`config.mk`:
```
export PLATFORM = sky130hd
export DESIGN_NAME = sys_reg_bank
export DESIGN_NICKNAME = d
export VERILOG_FILES = /design/src/rtl/mapper_pkg.sv /design/src/rtl/bus_wr_sync.sv /design/src/rtl/sys_reg_bank.sv
export SDC_FILE = /design/constraint.sdc
export NUM_CORES = 1
export LEC_CHECK = 0
export BUFFER_PORTS_ARGS = -buffer_cell sky130_fd_sc_hd__buf_4
export CAP_MARGIN = 5
export CORE_UTILIZATION = 50
export DETAILED_ROUTE_END_ITERATION = 8
export MAX_ROUTING_LAYER = met4
export PLACE_DENSITY = 0.85
export RECOVER_POWER = 100
export SLEW_MARGIN = 10
export SYNTH_ARGS = -nofsm -noshare
export SYNTH_HDL_FRONTEND = slang
export SYNTH_SLANG_ARGS = --single-unit
```
`constraint.sdc`:
```
create_clock -name clk -period 2.7 [get_ports clk]
set_clock_uncertainty 0.2 [all_clocks]
set_input_delay 0 -clock clk [delete_from_list [all_inputs] [get_ports clk]]
set_output_delay 0 -clock clk [all_outputs]
set_load 0.02 [all_outputs]
```
`src/rtl/mapper_pkg.sv`:
```
// Shared constants and types for the cartridge mapper system-register page.
package mapper_pkg;

   localparam logic [15:0] REG_PAGE   = 16'hA130;
   localparam logic [6:0]  REG_CTRL   = 7'h78;
   localparam int unsigned BANK_NUM   = 8;
   localparam int unsigned BANK_IDX_W = 3;
   localparam int unsigned OFF_W      = 7;
   localparam int unsigned BYTE_W     = 8;

   typedef logic [BANK_IDX_W-1:0] bank_idx_t;

   typedef enum logic [1:0] {
      IDLE,
      SETTLE,
      COMMIT,
      HOLD
   } wr_state_t;

   // Offsets $A130F3..$A130FF select a writable bank slot (slot 0 is fixed).
   function automatic logic is_bank_off(input logic [OFF_W-1:0] off);
      return (off[6:3] == 4'hF) && (off[2:0] != 3'd0);
   endfunction

endpackage

```
`src/rtl/bus_wr_sync.sv`:
```
// Synchronises the async 68k write qualifier into clk50 (falling edge) and
// filters it through a settle FSM that emits one commit per bus write cycle.
module bus_wr_sync #(
   parameter int unsigned SETTLE_CYC = 2
) (
   input  logic       clk,
   input  logic       rst,
   input  logic       qual,
   input  logic [6:0] adr,
   input  logic [7:0] dat,
   output logic       commit,
   output logic [6:0] cap_adr,
   output logic [7:0] cap_dat
);
   import mapper_pkg::*;

   localparam int unsigned CNT_W = 4;
   localparam logic [CNT_W-1:0] SETTLE_LAST = CNT_W'(SETTLE_CYC - 1);

   logic             qual_s1, qual_s2, qual_prev;
   logic [OFF_W-1:0] adr_s1, adr_s2;
   logic [BYTE_W-1:0] dat_s1, dat_s2;

   wr_state_t        state, state_nx;
   logic [CNT_W-1:0] cnt, cnt_nx;
   logic             commit_nx;
   logic [OFF_W-1:0] cap_adr_nx;
   logic [BYTE_W-1:0] cap_dat_nx;

   // Qualifier flops reset high so a strobe already active at reset release
   // is never seen as a fresh rising edge.
   always_ff @(negedge clk or negedge rst) begin
      if (!rst) begin
         qual_s1   <= 1'b1;
         qual_s2   <= 1'b1;
         qual_prev <= 1'b1;
         adr_s1    <= '0;
         adr_s2    <= '0;
         dat_s1    <= '0;
         dat_s2    <= '0;
      end else begin
         qual_s1   <= qual;
         qual_s2   <= qual_s1;
         qual_prev <= qual_s2;
         adr_s1    <= adr;
         adr_s2    <= adr_s1;
         dat_s1    <= dat;
         dat_s2    <= dat_s1;
      end
   end

   always_ff @(negedge clk or negedge rst) begin
      if (!rst) begin
         state   <= IDLE;
         cnt     <= '0;
         commit  <= 1'b0;
         cap_adr <= '0;
         cap_dat <= '0;
      end else begin
         state   <= state_nx;
         cnt     <= cnt_nx;
         commit  <= commit_nx;
         cap_adr <= cap_adr_nx;
         cap_dat <= cap_dat_nx;
      end
   end

   always_comb begin
      state_nx   = state;
      cnt_nx     = cnt;
      commit_nx  = 1'b0;
      cap_adr_nx = cap_adr;
      cap_dat_nx = cap_dat;
      case (state)
         IDLE: begin
            if (qual_s2 && !qual_prev) begin
               state_nx = SETTLE;
               cnt_nx   = '0;
            end
         end
         SETTLE: begin
            if (!qual_s2) begin
               state_nx = IDLE;
            end else if (cnt == SETTLE_LAST) begin
               state_nx   = COMMIT;
               commit_nx  = 1'b1;
               cap_adr_nx = adr_s2;
               cap_dat_nx = dat_s2;
            end else begin
               cnt_nx = cnt + CNT_W'(1);
            end
         end
         COMMIT: state_nx = HOLD;
         HOLD: begin
            if (!qual_s2) state_nx = IDLE;
         end
         default: state_nx = IDLE;
      endcase
   end

endmodule

```
`src/rtl/sys_reg_bank.sv`:
```
// $A130xx system-register bank: RAM enable/write-protect and SSF2-style bank
// registers. Define BANK_REG_READBACK_EN to make the page readable.
module sys_reg_bank #(
   parameter int unsigned SETTLE = 2,
   parameter int unsigned BANK_W = 6
) (
   input  logic                clk,
   input  logic                rst,
   input  logic                as_n,
   input  logic                oe_n,
   input  logic                we_lo_n,
   input  logic [23:1]         addr,
   input  logic [15:0]         data_in,
   output logic                ram_on,
   output logic                ram_wp,
   output logic [8*BANK_W-1:0] bank,
   output logic                reg_wr,
   output logic [6:0]          reg_adr,
   output logic [7:0]          reg_dat,
   output logic                rd_oe,
   output logic [15:0]         rd_dat
);
   import mapper_pkg::*;

   logic                                 qual_c;
   logic                                 commit;
   logic [OFF_W-1:0]                     cap_adr;
   logic [BYTE_W-1:0]                    cap_dat;
   logic [BANK_NUM-1:1][BANK_W-1:0]      bank_q;

   assign qual_c = !as_n && !we_lo_n && (addr[23:8] == REG_PAGE);

   bus_wr_sync #(
      .SETTLE_CYC (SETTLE)
   ) u_wr_sync (
      .clk     (clk),
      .rst     (rst),
      .qual    (qual_c),
      .adr     (addr[7:1]),
      .dat     (data_in[7:0]),
      .commit  (commit),
      .cap_adr (cap_adr),
      .cap_dat (cap_dat)
   );

   assign reg_wr  = commit;
   assign reg_adr = cap_adr;
   assign reg_dat = cap_dat;

   // Slot 0 holds the vector area and is hard-wired to page 0.
   assign bank = {bank_q, BANK_W'(0)};

   always_ff @(negedge clk or negedge rst) begin
      if (!rst) begin
         ram_on <= 1'b0;
         ram_wp <= 1'b0;
         for (int unsigned n = 1; n < BANK_NUM; n++) begin
            bank_q[n] <= BANK_W'(n);
         end
      end else if (commit) begin
         if (cap_adr == REG_CTRL) begin
            ram_on <= cap_dat[0];
            ram_wp <= cap_dat[1];
         end else if (is_bank_off(cap_adr)) begin
            for (int unsigned n = 1; n < BANK_NUM; n++) begin
               if (cap_adr[2:0] == bank_idx_t'(n)) bank_q[n] <= BANK_W'(cap_dat);
            end
         end
      end
   end

`ifdef BANK_REG_READBACK_EN
   logic [BANK_W-1:0] bank_sel;
   logic              unused_bits;

   assign unused_bits = ^data_in[15:8];

   // Readback drives the CPU bus combinationally while the read strobe is low.
   always_comb begin
      bank_sel = '0;
      rd_oe    = 1'b0;
      rd_dat   = '0;
      for (int unsigned n = 1; n < BANK_NUM; n++) begin
         if (addr[3:1] == bank_idx_t'(n)) bank_sel = bank_q[n];
      end
      if (rst && !as_n && !oe_n && (addr[23:8] == REG_PAGE) && (addr[7:4] == 4'hF)) begin
         rd_oe = 1'b1;
         if (addr[3:1] == bank_idx_t'(0)) rd_dat = {14'b0, ram_wp, ram_on};
         else                             rd_dat = {8'h00, 8'(bank_sel)};
      end
   end
`else
   logic unused_bits;

   assign unused_bits = ^{data_in[15:8], oe_n};
   assign rd_oe       = 1'b0;
   assign rd_dat      = '0;
`endif

endmodule
```
==> results.txt, run 1 <==
status: finished, final reports clean
total grt overflow: 0
RD Place Congestion: 0.729
sequential share of the synthesized area: 66.1%
final hold violations: 0
Root Driver: clkbuf_8
PD cells: 563 nW/um2
Via density: 4.81
HP Class: reg -> reg
Startpoint Class: register
initial antenna violation count: 0
GRT Total Usage: 19.4%
setup tns final: 0 ps
Worst EP required: 2500 ps
H-tree depth: 3
critical path cell sequence: clkbuf_2
DRT Pass-1 Iters: 4
Worst-Skew Late Latency: 390 ps
Peak VDD IR: 0.297 mV
CTS Buf Count: 9
# nets final: 406
Worst Path Buf+Inv: 1
largest net degree at the start of global routing: 48
Die ar.: 7900 um2
I/O pins: 127
Sink Count: 99
layout cell share with drive strength beyond 1: 31.5%
clk slew on worst S/H paths: 60 ps
Cells after Synth: 238
die height: 88.9 um
final slew viol count: 0
DRC viols: 0
RSZ-0062 raised after global routing: no
Layout area overhead: 19.4%
Setup Buffers After CTS: 0
CP Capture Type: output port
critical path fanouts, max: 2
Post-CTS Resized: 0
Critical-path top delay cell: dfstp_2
Core Footprint: 7290 um2
slew margin rel.: 13.8%
Synth warnings: 0
initial core utilization: 51.8%
critical path class: reg -> out
Die Wd: 88.9 um
worst slew pin tran: 1280 ps
Synth Register Bits: 99
initial DRC count: 115
Syn Area/Cell: 15.9 um2
WL per Instance: 14.6 um
Worst path max stage delay: 530 ps
Placement Rows: 31
Non-Filler Instances: 464
Post-Syn Area: 3770 um2
total wire length: 6780 um
crit-path leading delay family: flip-flops
placed cells: 434
Port-buffer cells: 94
CTS tree: built
hold_buf cts: 0
final number of setup-violating endpoints: 0
vias post-DR: 2230
vias in the first global route: 2190
Max-Cap Viols: 0
Synth cell types: 37
clock tree buffer depth: 2
ANT cells: 0
first-pass GRT wire length: 10800 um
HPWL after DPL: 5090 um
Worst Path Arrival: 2430 ps
R2R setup slack: 220 ps
Leakage Power: 2.28 nW
ANT nets after route: 0
==> final cells by class <==
| type | instances | area, um2 |
|---|---|---|
| Multi-Input combinational cell | 127 | 1070 |
| Timing Repair Buffer | 105 | 576 |
| Fill cell | 630 | 2790 |
| Tap cell | 99 | 124 |
| Sequential cell | 99 | 2500 |
| Inverter | 3 | 11.3 |
| Clock inverter | 22 | 106 |
| Clock buffer | 9 | 124 |
==> final timing paths <==
path | from | to | cells past startpoint
worst min register to register | u_wr_sync.adr_s1[6] | u_wr_sync.adr_s2[6] | 0
max in group asynchronous | rst | bank[32] | 2
min in group asynchronous | rst | u_wr_sync.cnt[3] | 1
worst max register to register | u_wr_sync.cap_adr[5] | bank[31] | 3
worst max-delay path | bank[18] | bank[18] | 1
worst min-delay path | u_wr_sync.adr_s1[6] | u_wr_sync.adr_s2[6] | 0
==> per-stage QoR <==
stage | utilization [%] | worst slack, ps | hold WS (ps) | total power [mW] | area (um2)
floorplan | - | 461 | 91.7 | 1.64 | 3860
global placement | 62.7 | 286 | 91.9 | 1.68 | 4580
detailed placement | 62.7 | 158 | 95.2 | 1.68 | 4580
CTS | 65.9 | 75.0 | 95.8 | 2.57 | 4800
global route | 61.8 | 22.5 | 96.5 | 2.67 | 4510
finish | 61.8 | 70.6 | 94.1 | 2.54 | 4510
==> power breakdown <==
part,internal [mW],total (mW),switching [mW]
Sequential,1.52,1.52,0.00535
Combinational,0.0320,0.0943,0.0623
Clock,0.365,0.923,0.558
Total,1.91,2.54,0.625
==> kinds of logic (layout without fill, tap and decap cells) <==
logic type | Yosys count | in the layout | synth area share, %
flops | 99 | 99 | 66.1
mux | 60 | 60 | 19.1
buf+inv | 34 | 139 | 5.87
simple gates | 32 | 32 | 6.53
compound gates | 10 | 10 | 1.66
fa+ha+maj | 2 | 2 | 0.663
other cells | 1 | 23 | 0.0993
==> synthesized netlist by cell type (all sizes together) <==
cell type	instances	area share [%]
nand3	3	0.40
mux2	59	19
and4b	1	0.27
nor3	2	0.53
nor2	2	0.20
nand2b	4	0.66
nand3b	1	0.20
inv	4	0.40
o21ai	3	0.40
or3b	1	0.23
conb	1	0.099
dfstp	15	10
o22ai	1	0.17
and3	1	0.17
buf	29	5.4
nand4	2	0.73
dfrtn	84	56
nor3b	1	0.20
or4	3	0.60
nor4	3	0.89
mux2i	1	0.27
o31ai	1	0.20
a21oi	2	0.27
ha	2	0.66
or4b	2	0.53
a211oi	1	0.20
o211ai	1	0.20
clkbuf	1	0.099
nor4b	1	0.23
nor2b	3	0.50
nand2	2	0.20
a2bb2oi	1	0.23
==> sequential cells by signal, summed over array words and instances, names as in the netlist, named ones only <==
signal,flops
u_wr_sync.adr_s1,7
bank,42
ram_on,1
u_wr_sync.cap_dat,8
u_wr_sync.cnt,4
u_wr_sync.adr_s2,7
u_wr_sync.dat_s2,8
ram_wp,1
u_wr_sync.state,1
u_wr_sync.qual_s1,1
u_wr_sync.cap_adr,7
u_wr_sync.commit,1
u_wr_sync.qual_s2,1
u_wr_sync.qual_prev,1
u_wr_sync.dat_s1,8
==> per-layer routing <==
metal | track usage (%) | wire length [um] | vias to the layer above
li1 | - | - | 1035
met1 | 25.5 | 3050 | 1113
met2 | 30.3 | 3320 | 72
met3 | 3.05 | 317 | 10
met4 | 8.06 | 93 | 0
met5 | - | 0 | -
==> placed cells by master (no fill, tap or decap), drive strengths merged <==
cell,count
clkbuf,88
dfrtn,84
mux2,59
buf,26
conb,23
inv,19
dfstp,15
nand2b,4
nor4,3
or4,3
nor2b,3
o21ai,3
nand3,3
clkinvlp,3
clkinv,3
nand2,2
nor3,2
or4b,2
nor2,2
a21oi,2
ha,2
nand4,2
and4b,1
nor4b,1
nor3b,1
and3,1
or3b,1
a2bb2oi,1
nand3b,1
o211ai,1
o31ai,1
a211oi,1
o22ai,1
mux2i,1
(Power assumes the default switching activity.)
==> inputs of run 2 (changes only) <==
- ABC_AREA: unset -> 1
- CORE_UTILIZATION: 50 -> 30
- PLACE_DENSITY: 0.85 -> 0.58
==> run 2 against run 1 <==
Compared with the run above: count of clock-buffer cells in the layout is 1 higher; worst hold slack about the same; non-clock buffer count is 9 lower; flip-flop and latch count unchanged; sequential power about the same; power up 18%; combinational power grew 7%; critical path depth unchanged; die area up 64%; via count increased by 19%; synthesized cell count rose by 50%; sequential share of layout area down 2.1 points; critical path type unchanged; largest power group unchanged.
==> results.txt, run 2 <==
RSZ-0062 raised after global routing: no (unchanged)
clk slew on worst S/H paths: 50 ps (was 60 ps)
Sink Count: 99 (unchanged)
clock tree buffer depth: 2 (unchanged)
Via density: 4.12 (was 4.81)
first-pass GRT wire length: 13100 um (was 10800 um)
initial antenna violation count: 0 (unchanged)
HP Class: reg -> reg (unchanged)
Reg area: 2500 um2 (unchanged)
critical path class: reg -> out (unchanged)
Layout area overhead: 25.2% (was 19.4%)
Post-synth top cells: nand2_1 (117), dfrtn_1 (84), o21ai_1 (32), buf_4 (24), inv_1 (18) (was dfrtn_1 (84), mux2_2 (27), buf_4 (23), mux2_1 (20), dfstp_2 (15))
FFs w/ async S/R, synth: 100% (unchanged)
Post-CTS Resized: 0 (unchanged)
GRT Total Usage: 13.4% (was 19.4%)
Non-Filler Instances: 643 (was 464)
total wire length: 7870 um (was 6780 um)
final number of setup-violating endpoints: 0 (unchanged)
ANT cells: 0 (unchanged)
H-tree depth: 3 (unchanged)
Setup Buffers After CTS: 0 (unchanged)
CTS tree: built (unchanged)
final instance area: 4680 um2 (was 4510 um2)
DRC viols: 0 (unchanged)
vias post-DR: 2650 (was 2230)
Worst Path Arrival: 2440 ps (was 2430 ps)
Cells after Synth: 358 (was 238)
Post-Syn Area: 3740 um2 (was 3770 um2)
Largest register FFs: 42 (unchanged)
layout cell share with drive strength beyond 1: 19.2% (was 31.5%)
Fillers: 1224 (was 630)
final hold violations: 0 (unchanged)
Worst Path Buf+Inv: 1 (unchanged)
Synth cell types: 22 (was 37)
Die Wd: 114 um (was 88.9 um)
total grt overflow: 0 (unchanged)
Critical-path top delay cell: dfstp_2 (unchanged)
Multi-input gate area: 987 um2 (was 1070 um2)
Synth Register Bits: 99 (unchanged)
Worst path max stage delay: 520 ps (was 530 ps)
Worst EP required: 2500 ps (about the same)
critical path fanouts, max: 2 (unchanged)
ANT nets after route: 0 (unchanged)
placed cells: 613 (was 434)
worst slew pin tran: 1230 ps (was 1280 ps)
setup tns final: 0 ps (unchanged)
Port-buffer cells: 94 (unchanged)
final slew viol count: 0 (unchanged)
Worst-Skew Late Latency: 390 ps (about the same)
Cell Area, Placed: 4560 um2 (was 4580 um2)
Peak VDD IR: 0.270 mV (was 0.297 mV)
hold_buf cts: 0 (unchanged)
worst setup margin: 55.7 ps (was 70.6 ps)
main flop type after synthesis: dfrtn_1 (unchanged)
slew margin rel.: 17.9% (was 13.8%)
sequential share of the synthesized area: 66.7% (was 66.1%)
initial core utilization: 31.0% (was 51.8%)
PD cells: 642 nW/um2 (was 563 nW/um2)
largest net degree at the start of global routing: 42 (was 48)
Synth area leader: dfrtn_1 (unchanged)
Placement Rows: 40 (was 31)
HPWL after DPL: 5830 um (was 5090 um)
Die ar.: 12900 um2 (was 7900 um2)
worst slack, placed: 475 ps (was 158 ps)
count leader, synth: nand2_1 (was dfrtn_1)
# nets final: 516 (was 406)
status: finished, final reports clean (unchanged)
Synth top area share: 56.2% (was 55.7%)
initial DRC count: 120 (was 115)
CP Capture Type: output port (unchanged)
critical path cell sequence: clkbuf_4 (was clkbuf_2)
DRT Pass-1 Iters: 4 (unchanged)
I/O pins: 127 (unchanged)
Area contributors post-synth: dfrtn_1 (56%), nand2_1 (12%), dfstp_2 (11%) (was dfrtn_1 (56%), dfstp_2 (10%), mux2_2 (8.1%))
die height: 114 um (was 88.9 um)
Max-Cap Viols: 0 (unchanged)
CTS Buf Count: 9 (unchanged)
crit-path leading delay family: flip-flops (unchanged)
commonest non-fill, non-tap cell in the layout: nand2_1 (was dfrtn_1)
Syn Area/Cell: 10.5 um2 (was 15.9 um2)
Synth warnings: 0 (unchanged)
WP depth: 1 (unchanged)
vias in the first global route: 2646 (was 2190)
Hold Path Cell Cnt: 0 (unchanged)
Core Footprint: 12100 um2 (was 7290 um2)
reg2reg path depth: 5 (was 3)
WL per Instance: 12.2 um (was 14.6 um)
RD Place Congestion: 0.719 (was 0.729)
commonest non-fill, non-tap cells in the layout: nand2_1 (119), dfrtn_1 (84), o21ai_0 (48), clkbuf_1 (40), inv_1 (32) (was dfrtn_1 (84), clkbuf_1 (46), mux2_1 (34), buf_4 (26), mux2_2 (25))
Leakage Power: 2.27 nW (was 2.28 nW)
Startpoint Class: register (unchanged)
Root Driver: clkbuf_16 (was clkbuf_8)
number of synthesized flops with an enable pin: 0 (unchanged)
[run 2: changes by cell type after synthesis, moves of 11 or more]
cell / change
mux2_4: -12
nor2_1: +11
nand2_1: +115
inv_1: +14
mux2_1: -20
mux2_2: -27
o21ai_1: +32
[run 2: kinds of logic after synthesis]
kind of cell	after synthesis	share of synthesized area (%)
and+or+nand+nor	158	17.7
DFF	99	66.7
buffers and inverters	50	8.06
AOI/OAI and AO/OA	48	6.82
adders and majority gates	2	0.669
other	1	0.100
[run 2: path summary, 6_finish.rpt]
kind | end | slack (ps) | start
max in group asynchronous | bank[44] | 420 | rst
min in group asynchronous | ram_wp | 930 | rst
hold / removal | u_wr_sync.dat_s2[7] | 90 | u_wr_sync.dat_s1[7]
hold reg to reg | u_wr_sync.dat_s2[7] | 90 | u_wr_sync.dat_s1[7]
setup / recovery | bank[42] | 60 | bank[42]
setup reg to reg | bank[34] | 650 | u_wr_sync.cap_adr[4]
[run 2: per-stage QoR]
stage	hold slack [ps]	total power [mW]	utilization, %
floorplan	91.7	1.64	-
CTS	95.5	3.05	40.8
detailed placement	95.2	1.69	37.8
global route	96.8	3.16	38.8
finish	94.5	3.01	38.8
global placement	92.6	1.68	37.8
[run 2: worst reg2reg max path: cells and delay by family (launching register included)]
kind,cells,cell delay [ps]
AND/OR/NAND/NOR,4,1130
AO/OA/AOI/OAI,1,100
flip-flops,1,450
[run 2: report_power, final]
group | switching (mW) | internal [mW] | leakage (nW)
combinational | 0.0645 | 0.0362 | 0.782
clock | 0.645 | 0.738 | 0.231
sequential | 0.00581 | 1.52 | 1.26
total | 0.715 | 2.29 | 2.27
[run 2: layer usage]
metal  global-route usage [%]  vias to the layer above  routed length, um
li1                         -                     1311                  -
met1                     16.4                     1250               3600
met2                     21.9                       79               3760
met3                     3.24                       10                429
met4                     4.39                        0                 81
met5                        -                        -                  0
[run 2: layout make-up]
cell class                 instances  area share, %
sequential                        99           53.3
clock inverter                    21           2.56
inverter                          18           1.55
tap                              168           4.49
clock buffer                      10           5.34
timing repair buffer              96           11.7
multi-input combinational        231           21.1
==> inputs of run 3 (changes only) <==
- clock period: 2.7 -> 2.6 ns (I/O delays scaled with it)
==> run 3 against run 2 <==
Compared with the run above: worst hold slack lost 0.91 ps; global-route usage shrank 0.14 points; core utilization grew 0.20 points; via count shrank 1.2%; die area is the same; cell count is the same; critical path type unchanged.
==> results.txt, run 3 (synthesis results as in run 2) <==
Worst Path Arrival: 2360 ps (was 2440 ps)
clock tree buffer depth: 2 (unchanged)
critical path class: reg -> out (unchanged)
Port-buffer cells: 94 (unchanged)
layout cell share with drive strength beyond 1: 19.8% (was 19.2%)
Worst path max stage delay: 520 ps (about the same)
total wire length: 7820 um (was 7870 um)
vias in the first global route: 2582 (was 2646)
worst setup margin: 36.8 ps (was 55.7 ps)
largest net degree at the start of global routing: 49 (was 42)
initial antenna violation count: 0 (unchanged)
Max-Cap Viols: 0 (unchanged)
placed cells: 613 (unchanged)
Gate power share: 3.2% (was 3.3%)
setup tns final: 0 ps (unchanged)
Hold Path Cell Cnt: 0 (unchanged)
commonest non-fill, non-tap cells in the layout: nand2_1 (119), dfrtn_1 (84), o21ai_0 (48), clkbuf_1 (36), inv_1 (33) (was nand2_1 (119), dfrtn_1 (84), o21ai_0 (48), clkbuf_1 (40), inv_1 (32))
Worst-Skew Late Latency: 390 ps (about the same)
Worst Path Buf+Inv: 1 (unchanged)
I/O pins: 127 (unchanged)
Die Wd: 114 um (unchanged)
CTS Buf Count: 9 (unchanged)
CP Capture Type: output port (unchanged)
HPWL after DPL: 5730 um (was 5830 um)
WL per Instance: 12.2 um (about the same)
worst slew pin tran: 900 ps (was 1230 ps)
initial DRC count: 97 (was 120)
Non-Filler Instances: 643 (unchanged)
Setup Buffers After CTS: 0 (unchanged)
DRT Pass-1 Iters: 4 (unchanged)
GRT Total Usage: 13.3% (was 13.4%)
post-layout util: 39.0% (was 38.8%)
HP Class: reg -> reg (unchanged)
CTS tree: built (unchanged)
Via density: 4.07 (was 4.12)
Core Footprint: 12100 um2 (unchanged)
Peak VDD IR: 0.358 mV (was 0.270 mV)
Leakage Power: 2.30 nW (was 2.27 nW)
status: finished, final reports clean (unchanged)
RD Place Congestion: 0.742 (was 0.719)
Flop pwr share: 50.1% (was 50.6%)
Root Driver: clkbuf_16 (unchanged)
Pwr Total: 3.16 mW (was 3.01 mW)
clock group share of total power: 46.7% (was 46.0%)
final hold violations: 0 (unchanged)
Placement Rows: 40 (unchanged)
Critical-path top delay cell: dfstp_2 (unchanged)
final slew viol count: 0 (unchanged)
first-pass GRT wire length: 12700 um (was 13100 um)
commonest non-fill, non-tap cell in the layout: nand2_1 (unchanged)
Worst EP required: 2400 ps (was 2500 ps)
ANT nets after route: 0 (unchanged)
crit-path leading delay family: flip-flops (unchanged)
critical path fanouts, max: 2 (unchanged)
worst slack, placed: 389 ps (was 475 ps)
Startpoint Class: register (unchanged)
PD cells: 670 nW/um2 (was 642 nW/um2)
# nets final: 516 (unchanged)
Die ar.: 12900 um2 (unchanged)
initial core utilization: 31.0% (unchanged)
ANT cells: 0 (unchanged)
clk slew on worst S/H paths: 50 ps (about the same)
WP depth: 1 (unchanged)
DRC viols: 0 (unchanged)
Pint: 2.43 mW (was 2.29 mW)
final number of setup-violating endpoints: 0 (unchanged)
vias post-DR: 2618 (was 2650)
total grt overflow: 0 (unchanged)
reg2reg path depth: 8 (was 5)
switching power: 0.727 mW (was 0.715 mW)
die height: 114 um (unchanged)
H-tree depth: 3 (unchanged)
switching part of the total: 23.0% (was 23.8%)
RSZ-0062 raised after global routing: no (unchanged)
critical path cell sequence: buf_4 (was clkbuf_4)
Sink Count: 99 (unchanged)
Layout area overhead: 25.8% (was 25.2%)
slew margin rel.: 40.0% (was 17.9%)
Largest register FFs: 42 (unchanged)
==> run 3: what timing repair did <==
| item | in CTS | in global routing |
|---|---|---|
| endpoints found under the setup margin | 0 | 2 |
| resized for setup | 0 | 2 |
| hold buffers | 0 | 0 |
==> run 3: per-layer routing <==
| layer | vias to the layer above | part of all wire, % | GRT usage (%) |
|---|---|---|---|
| li1 | 1312 | - | - |
| met1 | 1222 | 46 | 15.8 |
| met2 | 75 | 48 | 22.0 |
| met3 | 9 | 5.1 | 4.09 |
| met4 | 0 | 0.87 | 3.16 |
| met5 | - | 0 | - |
==> run 3: power groups by stage <==
stage,logic [mW],registers [mW],clock network [mW]
global route,0.116,1.58,1.61
CTS,0.110,1.58,1.50
global placement,0.107,1.61,0.0377
finish,0.102,1.58,1.47
floorplan,0.0584,1.60,0.0377
detailed placement,0.109,1.61,0.0377
==> run 3: final timing paths <==
| check | slack, ps | from | end |
|---|---|---|---|
| worst min-delay path | 90 | u_wr_sync.dat_s1[7] | u_wr_sync.dat_s2[7] |
| min in group asynchronous | 740 | rst | u_wr_sync.cap_dat[7] |
| worst max-delay path | 40 | bank[42] | bank[42] |
| worst max register to register | 350 | u_wr_sync.cnt[1] | u_wr_sync.cap_dat[6] |
| max in group asynchronous | 280 | rst | u_wr_sync.qual_prev |
| worst min register to register | 90 | u_wr_sync.dat_s1[7] | u_wr_sync.dat_s2[7] |
==> run 3: stage by stage <==
| stage | hold WS [ps] | area (um2) |
|---|---|---|
| floorplan | 91.7 | 3820 |
| global placement | 92.4 | 4560 |
| detailed placement | 95.2 | 4560 |
| CTS | 95.2 | 4930 |
| global route | 102 | 4710 |
| finish | 93.6 | 4710 |
==> run 3: area by class of cell <==
type | instances | area, um2
inverter | 18 | 67.6
sequential | 99 | 2500
tap | 168 | 210
timing repair buffer | 96 | 571
clock inverter | 21 | 138
clock buffer | 10 | 239
multi-input combinational | 231 | 987
fill | 1225 | 7350
